`src/rtl/hazard_unit_pkg.sv`:
```
// Shared types and constants for the pipeline hazard unit.
package hazard_unit_pkg;

    // Multiply/divide unit sequencing states
    typedef enum logic [1:0] {
        MD_IDLE = 2'b00,
        MD_BUSY = 2'b01,
        MD_DONE = 2'b10
    } md_state_t;

    // ALU operand forward-select encodings
    localparam logic [1:0] FW_NONE = 2'b00;
    localparam logic [1:0] FW_W    = 2'b01;
    localparam logic [1:0] FW_M    = 2'b10;

    // Width of the multiply/divide busy counter (covers 1..63 cycles)
    localparam int CNT_W = 6;

endpackage

```
`src/rtl/hazard_unit_fwd_select.sv`:
```
// Forwarding source select for one ALU operand; MEM stage wins over WB.
module fwd_select
    import hazard_unit_pkg::*;
(
    input  logic [4:0] src_addr,
    input  logic [4:0] mem_addr,
    input  logic       mem_write,
    input  logic [4:0] wb_addr,
    input  logic       wb_write,
    output logic [1:0] sel
);

    // Pick the youngest in-flight producer of src_addr; r0 is never forwarded
    always_comb begin
        sel = FW_NONE;
        if (wb_write && (wb_addr != 5'd0) && (wb_addr == src_addr)) begin
            sel = FW_W;
        end
        if (mem_write && (mem_addr != 5'd0) && (mem_addr == src_addr)) begin
            sel = FW_M;
        end
    end

endmodule

```
`src/rtl/hazard_unit.sv`:
```
// Pipeline hazard unit: forwarding, load-use / multiply-divide stalls,
// branch flushes, multiply/divide busy tracking and a stall counter.
module hazard_unit
    import hazard_unit_pkg::*;
#(
    parameter int MULT_CYCLES = 4,
    parameter int DIV_CYCLES  = 32
) (
    input  logic        clk,
    input  logic        rst_n,
    input  logic [4:0]  rs_addrD,
    input  logic [4:0]  rt_addrD,
    input  logic [4:0]  rs_addrE,
    input  logic [4:0]  rt_addrE,
    input  logic [4:0]  write_reg_addrE,
    input  logic [4:0]  write_reg_addrM,
    input  logic [4:0]  write_reg_addrW,
    input  logic        reg_writeE,
    input  logic        reg_writeM,
    input  logic        reg_writeW,
    input  logic        mem_to_regE,
    input  logic        branch_takenE,
    input  logic        md_startE,
    input  logic        md_divE,
    input  logic        md_useD,
    output logic [1:0]  fw_alu1,
    output logic [1:0]  fw_alu2,
    output logic        stallF,
    output logic        stallD,
    output logic        flushD,
    output logic        flushE,
    output logic        md_busy,
    output logic        md_done,
    output logic        md_overlap_err,
    output logic [15:0] stall_cycles
);

    // Counter reload values: the counter runs N-1 down to 0, giving N busy cycles
    localparam logic [CNT_W-1:0] MULT_LOAD = CNT_W'(MULT_CYCLES - 1);
    localparam logic [CNT_W-1:0] DIV_LOAD  = CNT_W'(DIV_CYCLES - 1);

    md_state_t        state_reg, state_next;
    logic [CNT_W-1:0] cnt_reg, cnt_next;
    logic             err_reg, err_next;
    logic [15:0]      stall_cnt_reg;

    logic load_use;
    logic md_hazard;
    logic hazard;
    logic md_start_ok;

    fwd_select u_fwd_a (
        .src_addr  (rs_addrE),
        .mem_addr  (write_reg_addrM),
        .mem_write (reg_writeM),
        .wb_addr   (write_reg_addrW),
        .wb_write  (reg_writeW),
        .sel       (fw_alu1)
    );

    fwd_select u_fwd_b (
        .src_addr  (rt_addrE),
        .mem_addr  (write_reg_addrM),
        .mem_write (reg_writeM),
        .wb_addr   (write_reg_addrW),
        .wb_write  (reg_writeW),
        .sel       (fw_alu2)
    );

    assign md_busy        = (state_reg == MD_BUSY);
    assign md_done        = (state_reg == MD_DONE);
    assign md_overlap_err = err_reg;
    assign stall_cycles   = stall_cnt_reg;

    // A flushed EX instruction must not launch the multiply/divide unit
    assign md_start_ok = md_startE & ~branch_takenE;

    // Stall/flush decisions; a taken branch discards the stalled instruction anyway
    always_comb begin
        load_use  = mem_to_regE && reg_writeE && (write_reg_addrE != 5'd0) &&
                    ((write_reg_addrE == rs_addrD) || (write_reg_addrE == rt_addrD));
        md_hazard = md_useD && (md_busy || md_startE);
        hazard    = load_use || md_hazard;
        stallF    = hazard && !branch_takenE;
        stallD    = hazard && !branch_takenE;
        flushD    = branch_takenE;
        flushE    = hazard || branch_takenE;
    end

    // Multiply/divide sequencing and overlap detection
    always_comb begin
        state_next = state_reg;
        cnt_next   = cnt_reg;
        err_next   = err_reg;
        case (state_reg)
            MD_IDLE, MD_DONE: begin
                if (md_start_ok) begin
                    state_next = MD_BUSY;
                    cnt_next   = md_divE ? DIV_LOAD : MULT_LOAD;
                end else begin
                    state_next = MD_IDLE;
                end
            end
            MD_BUSY: begin
                if (md_startE) begin
                    err_next = 1'b1;
                end
                if (cnt_reg == '0) begin
                    state_next = MD_DONE;
                end else begin
                    cnt_next = cnt_reg - 1'b1;
                end
            end
            default: begin
                state_next = MD_IDLE;
                cnt_next   = '0;
            end
        endcase
    end

    // State, counter and sticky error registers
    always_ff @(posedge clk or negedge rst_n) begin
        if (!rst_n) begin
            state_reg <= MD_IDLE;
            cnt_reg   <= '0;
            err_reg   <= 1'b0;
        end else begin
            state_reg <= state_next;
            cnt_reg   <= cnt_next;
            err_reg   <= err_next;
        end
    end

    // Saturating count of cycles spent with the decode stage held
    always_ff @(posedge clk or negedge rst_n) begin
        if (!rst_n) begin
            stall_cnt_reg <= 16'd0;
        end else if (stallD && (stall_cnt_reg != 16'hFFFF)) begin
            stall_cnt_reg <= stall_cnt_reg + 16'd1;
        end
    end

endmodule

```
`config.mk`:
```
export PLATFORM = sky130hd
export DESIGN_NAME = hazard_unit
export DESIGN_NICKNAME = d
export VERILOG_FILES = /design/src/rtl/hazard_unit_pkg.sv /design/src/rtl/hazard_unit_fwd_select.sv /design/src/rtl/hazard_unit.sv
export SDC_FILE = /design/constraint.sdc
export NUM_CORES = 1
export LEC_CHECK = 0
export ABC_AREA = 1
export BUFFER_PORTS_ARGS = -buffer_cell sky130_fd_sc_hd__clkbuf_2
export CORE_ASPECT_RATIO = 0.6
export CORE_MARGIN = 5
export CORE_UTILIZATION = 54
export DETAILED_ROUTE_END_ITERATION = 16
export PLACE_DENSITY = 0.86
export SETUP_SLACK_MARGIN = 0.4
export SYNTH_ARGS = -nofsm -noshare
export SYNTH_HDL_FRONTEND = slang
export SYNTH_SLANG_ARGS = --single-unit
```
`constraint.sdc`:
```
create_clock -name clk -period 2.48 [get_ports clk]
set_input_delay 0.124 -clock clk [delete_from_list [all_inputs] [get_ports clk]]
set_output_delay 0.124 -clock clk [all_outputs]
set_load 0.02 [all_outputs]
```
== Yosys cells after proc, flatten, opt, wreduce, memory -nomap -nowiden ==
Index checks and enable logic that the tools add are counted.
Operators by class
  $add $sub $neg: 2
  equal/unequal tests: 12
  multiplexer cells: 11
  bitwise operators: 2
  reductions and logical operators: 25
Operator list (number)
  5-bit == test: 6
  16-bit by 1-bit adder with 16-bit output, second input constant: 1
  16-bit inequality test, second input constant: 1
  5-bit nonzero test: 3
  1-bit logical AND: 12
  6-bit two-way mux: 2
  6-bit one-hot mux with 2 select lines: 1
  6-bit zero test: 1
  2-bit two-way mux: 3
  6-bit by 1-bit subtractor with 6-bit output, second input constant: 1
  5-bit two-way mux: 1
  1-bit logical OR: 4
  2-bit inequality test, second input constant: 2
  2-bit one-hot mux with 2 select lines: 1
  2-bit AND reduction: 2
  1-bit two-way mux: 3
  2-bit by 1-bit == test with 1-bit output, second input constant: 1
  2-bit == test, second input constant: 1
  2-bit zero test: 1
  2-bit by 1-bit inequality test with 1-bit output, second input constant: 1
  2-bit OR reduction: 1
  1-bit bitwise AND: 1
  1-bit zero test: 1
  1-bit NOT: 1
Storage, ports and cells
  register bits after elaboration: 25
  output and inout port bits: 27

== Depth between registers and ports, before layout ==
Gate-level depths: netlist of the first run.
  word-level depth: 6
  depth in mapped cells: 12
  mapped depth without buffers: 11

== Hierarchy ==
From an unflattened synthesis of the first run, not the netlist that was laid out.
Unflattened totals
  cell total of the unflattened synthesis: 353
  area, all modules: 2214.6 µm²
By module, submodules not included
  hazard_unit: instances 1, cells an instance 253, area an instance 1771.7 µm², sequential area each 625.6 µm²
  fwd_select: instances 2, cells an instance 50, area an instance 221.5 µm², sequential area each 0.0 µm²

== Worst setup path before layout of the first run ==
No wires, ideal clock.
  kind: register -> register
  from: register stall_cnt_reg[0] (netlist: stall_cycles[0])
  to: register stall_cnt_reg[3] (netlist: stall_cycles[3])
  library setup time: 66 ps
  data arrival time: 1615 ps
  required time: 2414 ps
  setup slack: 799 ps
  stages on the path, launching flop included: 11
  path through: dfrtp_1 ha_1 nand3_1 nor2_4 nand2_4 nor2_4 nand2_4 nand3_4 buf_8 nand2_1 nand2_1
On the way
  longest elaborated chain between the ends: 2
RTL lines
  from (decl): RTL line hazard_unit.sv:45  | logic [15:0] stall_cnt_reg;
  from (signal assigned): RTL line hazard_unit.sv:139  | stall_cnt_reg <= stall_cnt_reg + 16'd1;
  parallel branches: the longest is 2 deep, another holds 16-bit by 1-bit adder with 16-bit output
Several ways; the timed one is not identified.
A chain may end at the register's enable or synchronous reset.

== Final worst setup path of the first run ==
  from: register stall_cnt_reg[0] (netlist: stall_cycles[0])
  to: register stall_cnt_reg[11] (netlist: stall_cycles[11])
Same word-level chain as after synthesis.

==> flow_summary_export.csv, run 1 <==
group,metric,value,unit
cells_and_area,nFillCells,343,
cells_and_area,final_nets,413,
cts,root_buffer,"clkbuf_8",
global_route,grt_antenna_before_repair,0,
min_path,min_path_type,"in2reg",
floorplan,start_util,0.559,
yosys,syn_avg_cell_area,6.91,um^2
cts,ctsResizeCount,0,
floorplan,chipHeight,57.7,um
setup_path,worstSetupEndpointType,"register",
routing,routed_via_density,5.15,
floorplan,die-area,5160,um^2
cells_and_area,antenna_cells,0,
pwr,p_clk_frac,0.166,
pwr,netSwitchingPower,623,uW
cts,cts_tree,"yes",
cts,cts_buffers,3,
routing,num_vias,2122,
setup_path,required,2690,ps
yosys,ys_top_cells_by_area,"dfrtp_1, nand2_1, xnor2_1",
setup_path,slowest_stage,"dfrtp_1",
timing,skew,3.52,ps
cells_and_area,stdcell_area,2450,um^2
timing,layout_setup_ws,684,ps
placed_design,portBuffers,71,
yosys,synth_top_area_cell,"dfrtp_1",
timing,fin_crit,1800,ps
setup_path,path_max_fanout,15,
cts,clk_path_buf_depth,2,
floorplan,coreArea,3660,um^2
setup_path,path_delay_family,"simple AND/OR/NAND/NOR gates",
setup_path,cp_num_buf_inv,0,
placed_design,place_hpwl,4.17,mm
yosys,yosysWarnings,0,
pwr,seqPwrFrac,0.411,
cts,post_cts_buffers,0,
cts,h-tree-depth,1,
setup_path,path_class,"reg2reg",
yosys,synthesis.instances,296,
cts,clkLatencyLatePin,270,ps
setup_path,slowest_delay,420,ps
cells_and_area,area_growth,20.0,%
cells_and_area,fin_cells,412,
routing,routed_wl,5.17,mm
global_route,gr-usage-all-layers,0.202,
setup_path,crit_arrival,2000,ps
setup_path,crit_path_cell_trace,"ha_1 > nand3_1 > nor2_4 > nand2_4 > nor2_4 > nand2_4 > nand3_4 > nand2_1 > nand2_1",
placed_design,placed_cell_area,2400,um^2
routing,wire_per_inst,12.5,um
routing,antenna_left,0,
placed_design,dp_slack,737,ps
timing,slew_headroom,0.580,
placed_design,placedCellCount,407,
timing,timing.final.crit_share,0.724,
pwr,p_int,850,uW
placed_design,place_congestion,0.914,
pwr,p_leak,0.00136,uW
pwr,peakVddDrop,0.559,mV
floorplan,num_io_pins,72,
flow_run,maxCapViolCount,0,
timing,finalHoldViolations,0,
timing,grt_setup_unrepaired,"no",
yosys,yosysSeqAreaShare,0.306,
yosys,synth_cell_types,29,
floorplan,rows,17,
pwr,combPwrFrac,0.423,
global_route,grt_max_degree,26,
routing,drc_errors,0,
yosys,yosysTopAreaCellShare,0.306,
yosys,syn_area,2050,um^2
routing,dr.pass1.iters,4,
global_route,grt_pass1_wl,8.39,mm
cells_and_area,layout-drive-gt1-share,0.249,
floorplan,chipWidth,89.5,um
pwr,powerDensity,600,nW/um^2
timing,slew_viol_final,0,
timing,setup_tns,0,ps
global_route,grt.overflow.total,0,
timing,fmax,557,MHz
pwr,swShare,0.423,
global_route,grt_pass1_vias,1948,
cells_and_area,largest_reg_flops,16,
yosys,syn_nets,343,
timing,setup_viol,0,
yosys,ys_ff_latch,25,
cts,path_clk_slew,90,ps
routing,first_iter_violations,122,
cts,cts_sinks,25,
setup_path,start_kind,"register",
outcome,status,"completed",
timing,tightest_slew,630,ps
==> final cells by class <==
type | count | area (um^2) | area share
Timing Repair Buffer | 73 | 373 | 0.152
Clock buffer | 4 | 45.0 | 0.0183
Multi-Input combinational cell | 223 | 1200 | 0.490
Inverter | 40 | 150 | 0.0612
Tap cell | 47 | 58.8 | 0.0240
Sequential cell | 25 | 626 | 0.255
==> metal layers <==
layer	up-vias	wire length [um]	global-route usage
li1	1093	-	-
met3	4	426	0.0483
met2	84	2120	0.314
met5	-	0	0
met4	0	29	0.0318
met1	941	2590	0.292
==> worst paths after layout <==
path                                             start                            to  slack [ps]  depth (start not counted)
setup / recovery           stall_cycles[0]$_DFFE_PN0P_  stall_cycles[11]$_DFFE_PN0P_         680                          9
hold / removal                               md_startE    md_overlap_err$_DFFE_PN0P_          90                          2
setup reg to reg           stall_cycles[0]$_DFFE_PN0P_  stall_cycles[11]$_DFFE_PN0P_         680                          9
hold reg to reg             md_overlap_err$_DFFE_PN0P_    md_overlap_err$_DFFE_PN0P_         470                          1
max in group asynchronous                        rst_n   stall_cycles[8]$_DFFE_PN0P_        1650                          2
min in group asynchronous                        rst_n   stall_cycles[7]$_DFFE_PN0P_         420                          2
==> repair_timing <==
action / in CTS / in global routing
endpoints found under the hold margin: 25 / 0
hold buffers: 1 / 0
endpoints found under the setup margin: 0 / 0
==> placed cells by master, fill, tap and decap left out, drive strengths merged, types with 2 or more instances in the layout <==
master  Yosys  routed
nand4      21      21
nor2       29      29
ha          2       2
a21oi       4       4
nand3      18      18
xnor2      19      19
nor3       12      12
a31oi       3       3
clkbuf      0      75
inv        40      40
o21ai       9       9
xor2       12      12
dfrtp      25      25
nand2      88      88
nor4        3       3
==> through the flow <==
stage / utilization / hold slack (ps) / power [uW]
2_1_floorplan: - / -172 / 1040
3_3_place_gp: 0.656 / 178 / 1210
3_5_place_dp: 0.656 / 180 / 1230
4_1_cts: 0.671 / 90.3 / 1480
5_1_grt: 0.671 / 116 / 1590
6_report: 0.671 / 92.4 / 1470
==> power by group through the flow <==
| stage | combinational (uW) | sequential [uW] | clock (uW) |
|---|---|---|---|
| floorplan | 406 | 630 | 0 |
| global route | 702 | 621 | 268 |
| finish | 623 | 606 | 244 |
| CTS | 625 | 603 | 250 |
| detailed placement | 621 | 610 | 0 |
| global placement | 607 | 606 | 0 |
==> cell usage after synthesis <==
library cell and number:
nand2_1 84, inv_1 33, nor2_1 26, dfrtp_1 25, nand4_1 21, xnor2_1 19
nand3_1 17, xor2_1 12, nor3_1 11, inv_2 7, o21ai_0 7, a21oi_1 4
a31oi_1 3, buf_4 3, nor4_1 3, buf_1 2, buf_6 2, ha_1 2
nand2_2 2, nand2_4 2, nor2_4 2, o21ai_1 2, a21o_1 1, buf_8 1
nand3_4 1, nor2_2 1, nor3_4 1, o22ai_1 1, o31ai_1 1
==> logic make-up after synthesis <==
group	synth area share
simple gates	0.391
flops	0.306
compound gates	0.0514
buf+inv	0.106
fa+ha+maj	0.0122
xor+xnor	0.133
(Power assumes the default switching activity.)
==> run 2, diff against run 1 <==
--- a/config.mk
+++ b/config.mk
@@ -5,13 +5,13 @@
 export SDC_FILE = /design/constraint.sdc
 export NUM_CORES = 1
 export LEC_CHECK = 0
-export ABC_AREA = 1
+export ABC_AREA = 0
 export BUFFER_PORTS_ARGS = -buffer_cell sky130_fd_sc_hd__clkbuf_2
 export CORE_ASPECT_RATIO = 0.6
 export CORE_MARGIN = 5
-export CORE_UTILIZATION = 54
+export CORE_UTILIZATION = 48
 export DETAILED_ROUTE_END_ITERATION = 16
-export PLACE_DENSITY = 0.86
+export PLACE_DENSITY = 0.8
 export SETUP_SLACK_MARGIN = 0.4
 export SYNTH_ARGS = -nofsm -noshare
 export SYNTH_HDL_FRONTEND = slang
==> constraint.sdc (replaced) <==
create_clock -name clk -period 1.7 [get_ports clk]
set_input_delay 0.085 -clock clk [delete_from_list [all_inputs] [get_ports clk]]
set_output_delay 0.085 -clock clk [all_outputs]
set_load 0.02 [all_outputs]
==> flow_summary_export.csv, run 2 <==
group,metric,value,unit
routing,routed_via_density,5.94,
cells_and_area,post-route-util,0.816,
yosys,syn_nets,230,
timing,skew,5.96,ps
floorplan,chipWidth,87.9,um
outcome,violations,"negative setup slack",
yosys,synth_top_area_cell,"dfrtp_1",
yosys,syn_area,1750,um^2
yosys,yosysWarnings,0,
min_path,min_path_type,"in2reg",
yosys,ys_ff_latch,25,
setup_path,crit_path_start,"cnt_reg[1]$_DFFE_PN0P_",
yosys,syn_avg_cell_area,9.54,um^2
routing,drc_errors,0,
cells_and_area,area_growth,68.0,%
cts,path_clk_slew,90,ps
global_route,grt_pass1_wl,8.97,mm
timing,timing.final.crit_share,1.10,
min_path,min_from,"md_startE",
cells_and_area,final_nets,343,
timing,setup_tns,-1230,ps
pwr,powerDensity,1020,nW/um^2
timing,grt_setup_unrepaired,"yes",
routing,first_iter_violations,152,
placed_design,placedCellCount,318,
global_route,grt_max_degree,26,
cells_and_area,antenna_cells,0,
setup_path,worstSetupEndpointType,"register",
yosys,synth_cell_types,46,
cts,cts_sinks,25,
placed_design,place_hpwl,3.73,mm
floorplan,coreArea,3590,um^2
placed_design,place_congestion,0.921,
cts,cts_tree,"yes",
setup_path,crit_arrival,2060,ps
global_route,gr-usage-all-layers,0.229,
timing,tightest_slew,655,ps
timing,finalHoldViolations,0,
floorplan,num_io_pins,72,
yosys,synth.most_common_cell,"xor2_1",
global_route,grt_antenna_before_repair,0,
yosys,synth_common_cells,"xor2_1, dfrtp_1, xnor2_1",
timing,slew_viol_final,0,
cts,root_buffer,"clkbuf_8",
placed_design,dp_slack,-57.3,ps
cts,clk_path_buf_depth,2,
global_route,grt.overflow.total,0,
setup_path,start_kind,"register",
pwr,p_leak,0.00137,uW
yosys,yosysSeqAreaShare,0.358,
timing,setup_viol,12,
setup_path,required,1890,ps
cts,clkLatencyLatePin,280,ps
timing,layout_setup_ws,-170,ps
routing,num_vias,2032,
pwr,p_total,2990,uW
cells_and_area,layout-drive-gt1-share,0.597,
yosys,ys_top_cells_by_area,"dfrtp_1, xor2_1, xnor2_1",
floorplan,chipHeight,56.7,um
timing,slew_headroom,0.564,
yosys,synth_ff_type,"dfrtp_1",
yosys,postSynth.asyncResetShare,1.00,
flow_run,maxCapViolCount,0,
setup_path,r2r_start,"cnt_reg[1]$_DFFE_PN0P_",
timing,fmax,535,MHz
setup_path,path_max_fanout,2,
min_path,hold_end,"md_overlap_err$_DFFE_PN0P_",
timing,fin_crit,1870,ps
setup_path,r2r_slack,-170,ps
setup_path,r2r-end,"cnt_reg[5]$_DFFE_PN0P_",
floorplan,die-area,4980,um^2
floorplan,start_util,0.486,
setup_path,reg2reg_depth,8,
routing,antenna_left,0,
cells_and_area,largest_reg_flops,16,
cells_and_area,final_common_cell,"clkbuf_2",
cells_and_area,final_cell_mix,"clkbuf_2, buf_4, xor2_1",
cells_and_area,nFillCells,184,
yosys,synth_edf_count,0,
yosys,synthesis.instances,183,
global_route,grt_pass1_vias,1844,
routing,wire_per_inst,19.8,um
routing,routed_wl,6.76,mm
cts,h-tree-depth,1,
routing,dr.pass1.iters,7,
placed_design,portBuffers,71,
min_path,worstHoldPathCells,2,
floorplan,rows,17,
yosys,yosysTopAreaCellShare,0.358,
outcome,status,"finished with violations",
setup_path,path_class,"reg2reg",
cts,cts_buffers,3,
pwr,peakVddDrop,0.712,mV
cells_and_area,fin_cells,342,
run 2: changes by cell type after synthesis, moves of 3 or more:
cell / delta
inv_1: -26
inv_2: -7
nand2_1: -77
nand3_1: -8
nand4_1: -16
nor2_1: -13
nor4_1: +3
or4_1: +5
xnor2_1: -5
xor2_1: +18
run 2: worst max path at each step:
| stage | endpoint | slack, ps | cells past startpoint |
|---|---|---|---|
| 3_3_place_gp | cnt_reg[5]$_DFFE_PN0P_ | -10 | 8 |
| 2_1_floorplan | stall_cycles[1]$_DFFE_PN0P_ | -40 | 6 |
| 4_1_cts | cnt_reg[5]$_DFFE_PN0P_ | -30 | 8 |
| 6_report | cnt_reg[5]$_DFFE_PN0P_ | -170 | 8 |
| 5_1_grt | cnt_reg[5]$_DFFE_PN0P_ | -200 | 8 |
| 3_5_place_dp | cnt_reg[5]$_DFFE_PN0P_ | -60 | 8 |
run 2: cell families after synthesis:
group,synth area share
compound gates,0.113
simple gates,0.238
mux,0.0151
xor+xnor,0.221
fa+ha+maj,0.0143
buf+inv,0.0409
flops,0.358
run 2: metal layers:
metal | share of wire | vias to the layer above | wire length [um] | global-route usage
li1 | - | 879 | - | -
met2 | 0.46 | 180 | 3090 | 0.357
met3 | 0.11 | 54 | 716 | 0.0396
met1 | 0.37 | 919 | 2520 | 0.319
met4 | 0.065 | 0 | 437 | 0.0766
met5 | 0 | - | 0 | 0
run 2: layout make-up:
type / instances / area, um^2 / area share
clock buffers: 3 / 41.3 / 0.0141
multi-input cells: 147 / 1380 / 0.469
flip-flops and latches: 25 / 631 / 0.215
repair buffers: 111 / 786 / 0.268
clock inverters: 1 / 5.00 / 0.00171
well taps: 47 / 58.8 / 0.0201
inverters: 8 / 35.0 / 0.0120
run 2: power by group:
group          leakage, uW  switching (uW)  internal, uW
Combinational      0.00104             895           805
Sequential        0.000306             183           748
Clock            0.0000255             197           165
Total              0.00137            1280          1720
run 2: what timing repair did:
action                                 4_1_cts  5_1_grt
cloned                                       1        0
setup buffers                               13        5
hold buffers                                 1        0
resized for setup                           52       43
setup endpoints to repair                   31       33
pin swaps                                   21       16
endpoints found under the hold margin       25        0
run 2: stage by stage:
step,hold slack (ps),cell area [um^2]
6_report,93.7,2930
4_1_cts,96.2,2760
5_1_grt,106,2930
3_5_place_dp,132,2360
3_3_place_gp,134,2360
2_1_floorplan,-211,1830
run 2: critical path: stages (launching register included):
cell      delay [ps]
dfrtp_1          410
inv_2             90
ha_4             150
or3b_4           410
nor4_4           200
o21bai_4         190
nor2_2            60
xnor2_1          110
a211oi_1         170
==> run 3, diff against run 2 <==
--- a/config.mk
+++ b/config.mk
@@ -8,11 +8,12 @@
 export ABC_AREA = 0
 export BUFFER_PORTS_ARGS = -buffer_cell sky130_fd_sc_hd__clkbuf_2
 export CORE_ASPECT_RATIO = 0.6
-export CORE_MARGIN = 5
+export CORE_MARGIN = 2
 export CORE_UTILIZATION = 48
 export DETAILED_ROUTE_END_ITERATION = 16
 export PLACE_DENSITY = 0.8
 export SETUP_SLACK_MARGIN = 0.4
+export SLEW_MARGIN = 20
 export SYNTH_ARGS = -nofsm -noshare
 export SYNTH_HDL_FRONTEND = slang
 export SYNTH_SLANG_ARGS = --single-unit
==> flow_summary_export.csv, run 3 (same netlist as run 2, synthesis figures left out) <==
group,metric,value,unit
cts,cts_buffers,3,
cells_and_area,final_cell_mix,"clkbuf_2, buf_4, xor2_1",
cells_and_area,layout-drive-gt1-share,0.649,
cts,root_buffer,"clkbuf_8",
global_route,grt_pass1_vias,2077,
timing,layout_setup_ws,-324,ps
outcome,violations,"negative setup slack",
setup_path,r2r-end,"state_reg[1]$_DFFE_PN0P_",
setup_path,path_max_fanout,2,
timing,slew_viol_final,0,
cells_and_area,area_growth,86.5,%
timing,finalHoldViolations,0,
cts,cts_tree,"yes",
global_route,grt_pass1_wl,11.3,mm
setup_path,path_class,"reg2reg",
setup_path,slowest_delay,460,ps
routing,wire_per_inst,29.6,um
placed_design,place_hpwl,3.75,mm
global_route,gr-usage-all-layers,0.373,
floorplan,chipWidth,81.9,um
routing,first_iter_violations,282,
outcome,status,"finished with violations",
floorplan,coreArea,3360,um^2
setup_path,crit_path_cell_trace,"inv_2 > ha_4 > or3b_4 > nor4_4 > buf_4 > buf_6 > buf_6 > buf_6 > buf_6 > buf_6 > buf_6",
cts,clkLatencyLatePin,280,ps
routing,routed_wl,10.7,mm
placed_design,portBuffers,71,
cells_and_area,antenna_cells,0,
pwr,p_leak,0.00152,uW
cts,clk_path_buf_depth,2,
timing,slew_headroom,0.561,
pwr,powerDensity,1050,nW/um^2
setup_path,required,1930,ps
setup_path,slowest_stage,"dfrtp_1",
routing,antenna_left,0,
pwr,p_total,3420,uW
timing,tightest_slew,659,ps
flow_run,maxCapViolCount,0,
setup_path,crit_path_start,"cnt_reg[1]$_DFFE_PN0P_",
timing,skew,8.35,ps
setup_path,critPathCapture,"state_reg[1]$_DFFE_PN0P_",
cts,path_clk_slew,90,ps
setup_path,reg2reg_depth,11,
floorplan,die-area,4150,um^2
setup_path,start_kind,"register",
routing,dr.pass1.iters,7,
floorplan,start_util,0.519,
pwr,peakVddDrop,1.00,mV
cells_and_area,final_nets,364,
timing,timing.final.crit_share,1.19,
timing,grt_setup_unrepaired,"yes",
global_route,grt.overflow.total,0,
min_path,min_path_type,"in2reg",
timing,fmax,494,MHz
cells_and_area,largest_reg_flops,16,
global_route,grt_antenna_before_repair,0,
floorplan,num_io_pins,72,
floorplan,rows,16,
timing,fin_crit,2020,ps
placed_design,dp_slack,-128,ps
setup_path,r2r_start,"cnt_reg[1]$_DFFE_PN0P_",
setup_path,worstSetupEndpointType,"register",
cts,h-tree-depth,1,
routing,routed_via_density,6.91,
global_route,grt_max_degree,26,
routing,drc_errors,0,
setup_path,r2r_slack,-320,ps
routing,num_vias,2493,
setup_path,crit_arrival,2250,ps
timing,setup_viol,23,
cells_and_area,post-route-util,0.968,
placed_design,place_congestion,0.854,
cells_and_area,final_common_cell,"clkbuf_2",
setup_path,crit_path_frequent_cell,"buf_6",
cts,cts_sinks,25,
floorplan,chipHeight,50.7,um
run 3: cell type report:
type / count / area [um^2]
multi-input combinational: 147 / 1460
timing repair buffer: 132 / 1020
sequential: 25 / 632
fill: 63 / 109
tap: 45 / 56.3
clock buffer: 4 / 45.0
inverter: 8 / 37.5
run 3: power breakdown:
group / switching [uW] / total (uW) / leakage (uW) / internal (uW)
sequential: 216 / 964 / 0.000305 / 749
combinational: 1120 / 2070 / 0.00119 / 947
clock: 214 / 382 / 0.0000228 / 169
run 3: how the worst min path moves through the flow:
stage / start / endpoint / slack [ps] / cells past startpoint
after CTS: md_startE / md_overlap_err$_DFFE_PN0P_ / 90 / 2
final: md_startE / md_overlap_err$_DFFE_PN0P_ / 150 / 2
after global routing: md_startE / md_overlap_err$_DFFE_PN0P_ / 140 / 2
after detailed placement: rst_n / stall_cycles[3]$_DFFE_PN0P_ / 140 / 1
after global placement: rst_n / stall_cycles[3]$_DFFE_PN0P_ / 140 / 1
after floorplan: rst_n / cnt_reg[0]$_DFFE_PN0P_ / -210 / 0
run 3: repair_timing:
action | CTS | global route
pin swaps | 34 | 25
gates cloned | 2 | 0
endpoints found under the hold margin | 25 | 0
endpoints found under the setup margin | 31 | 32
buffers inserted | 32 | 12
hold buffers | 1 | 0
resized for setup | 71 | 51
run 3: stage by stage:
| stage | instance area [um^2] | setup TNS (ps) | hold slack, ps | cells |
|---|---|---|---|---|
| 3_5_place_dp | 2320 | -382 | 136 | 310 |
| 6_report | 3250 | -4050 | 148 | 361 |
| 5_1_grt | 3250 | -4880 | 141 | 361 |
| 3_3_place_gp | 2320 | -31.2 | 138 | 310 |
| 2_1_floorplan | 1830 | -53.9 | -211 | 183 |
| 4_1_cts | 2980 | -459 | 94.1 | 349 |
run 3: per-layer routing:
layer	share of wire	vias up	GRT usage
li1	-	917	-
met1	0.33	1145	0.462
met2	0.42	300	0.629
met3	0.14	131	0.0737
met4	0.12	0	0.161
met5	0	-	0
run 3: critical path: cells and delay by family, from the launching register on:
kind	cells	cell delay, ps
adders and majority gates	1	140
DFF	1	460
buffers and inverters	8	790
and+or+nand+nor	2	580
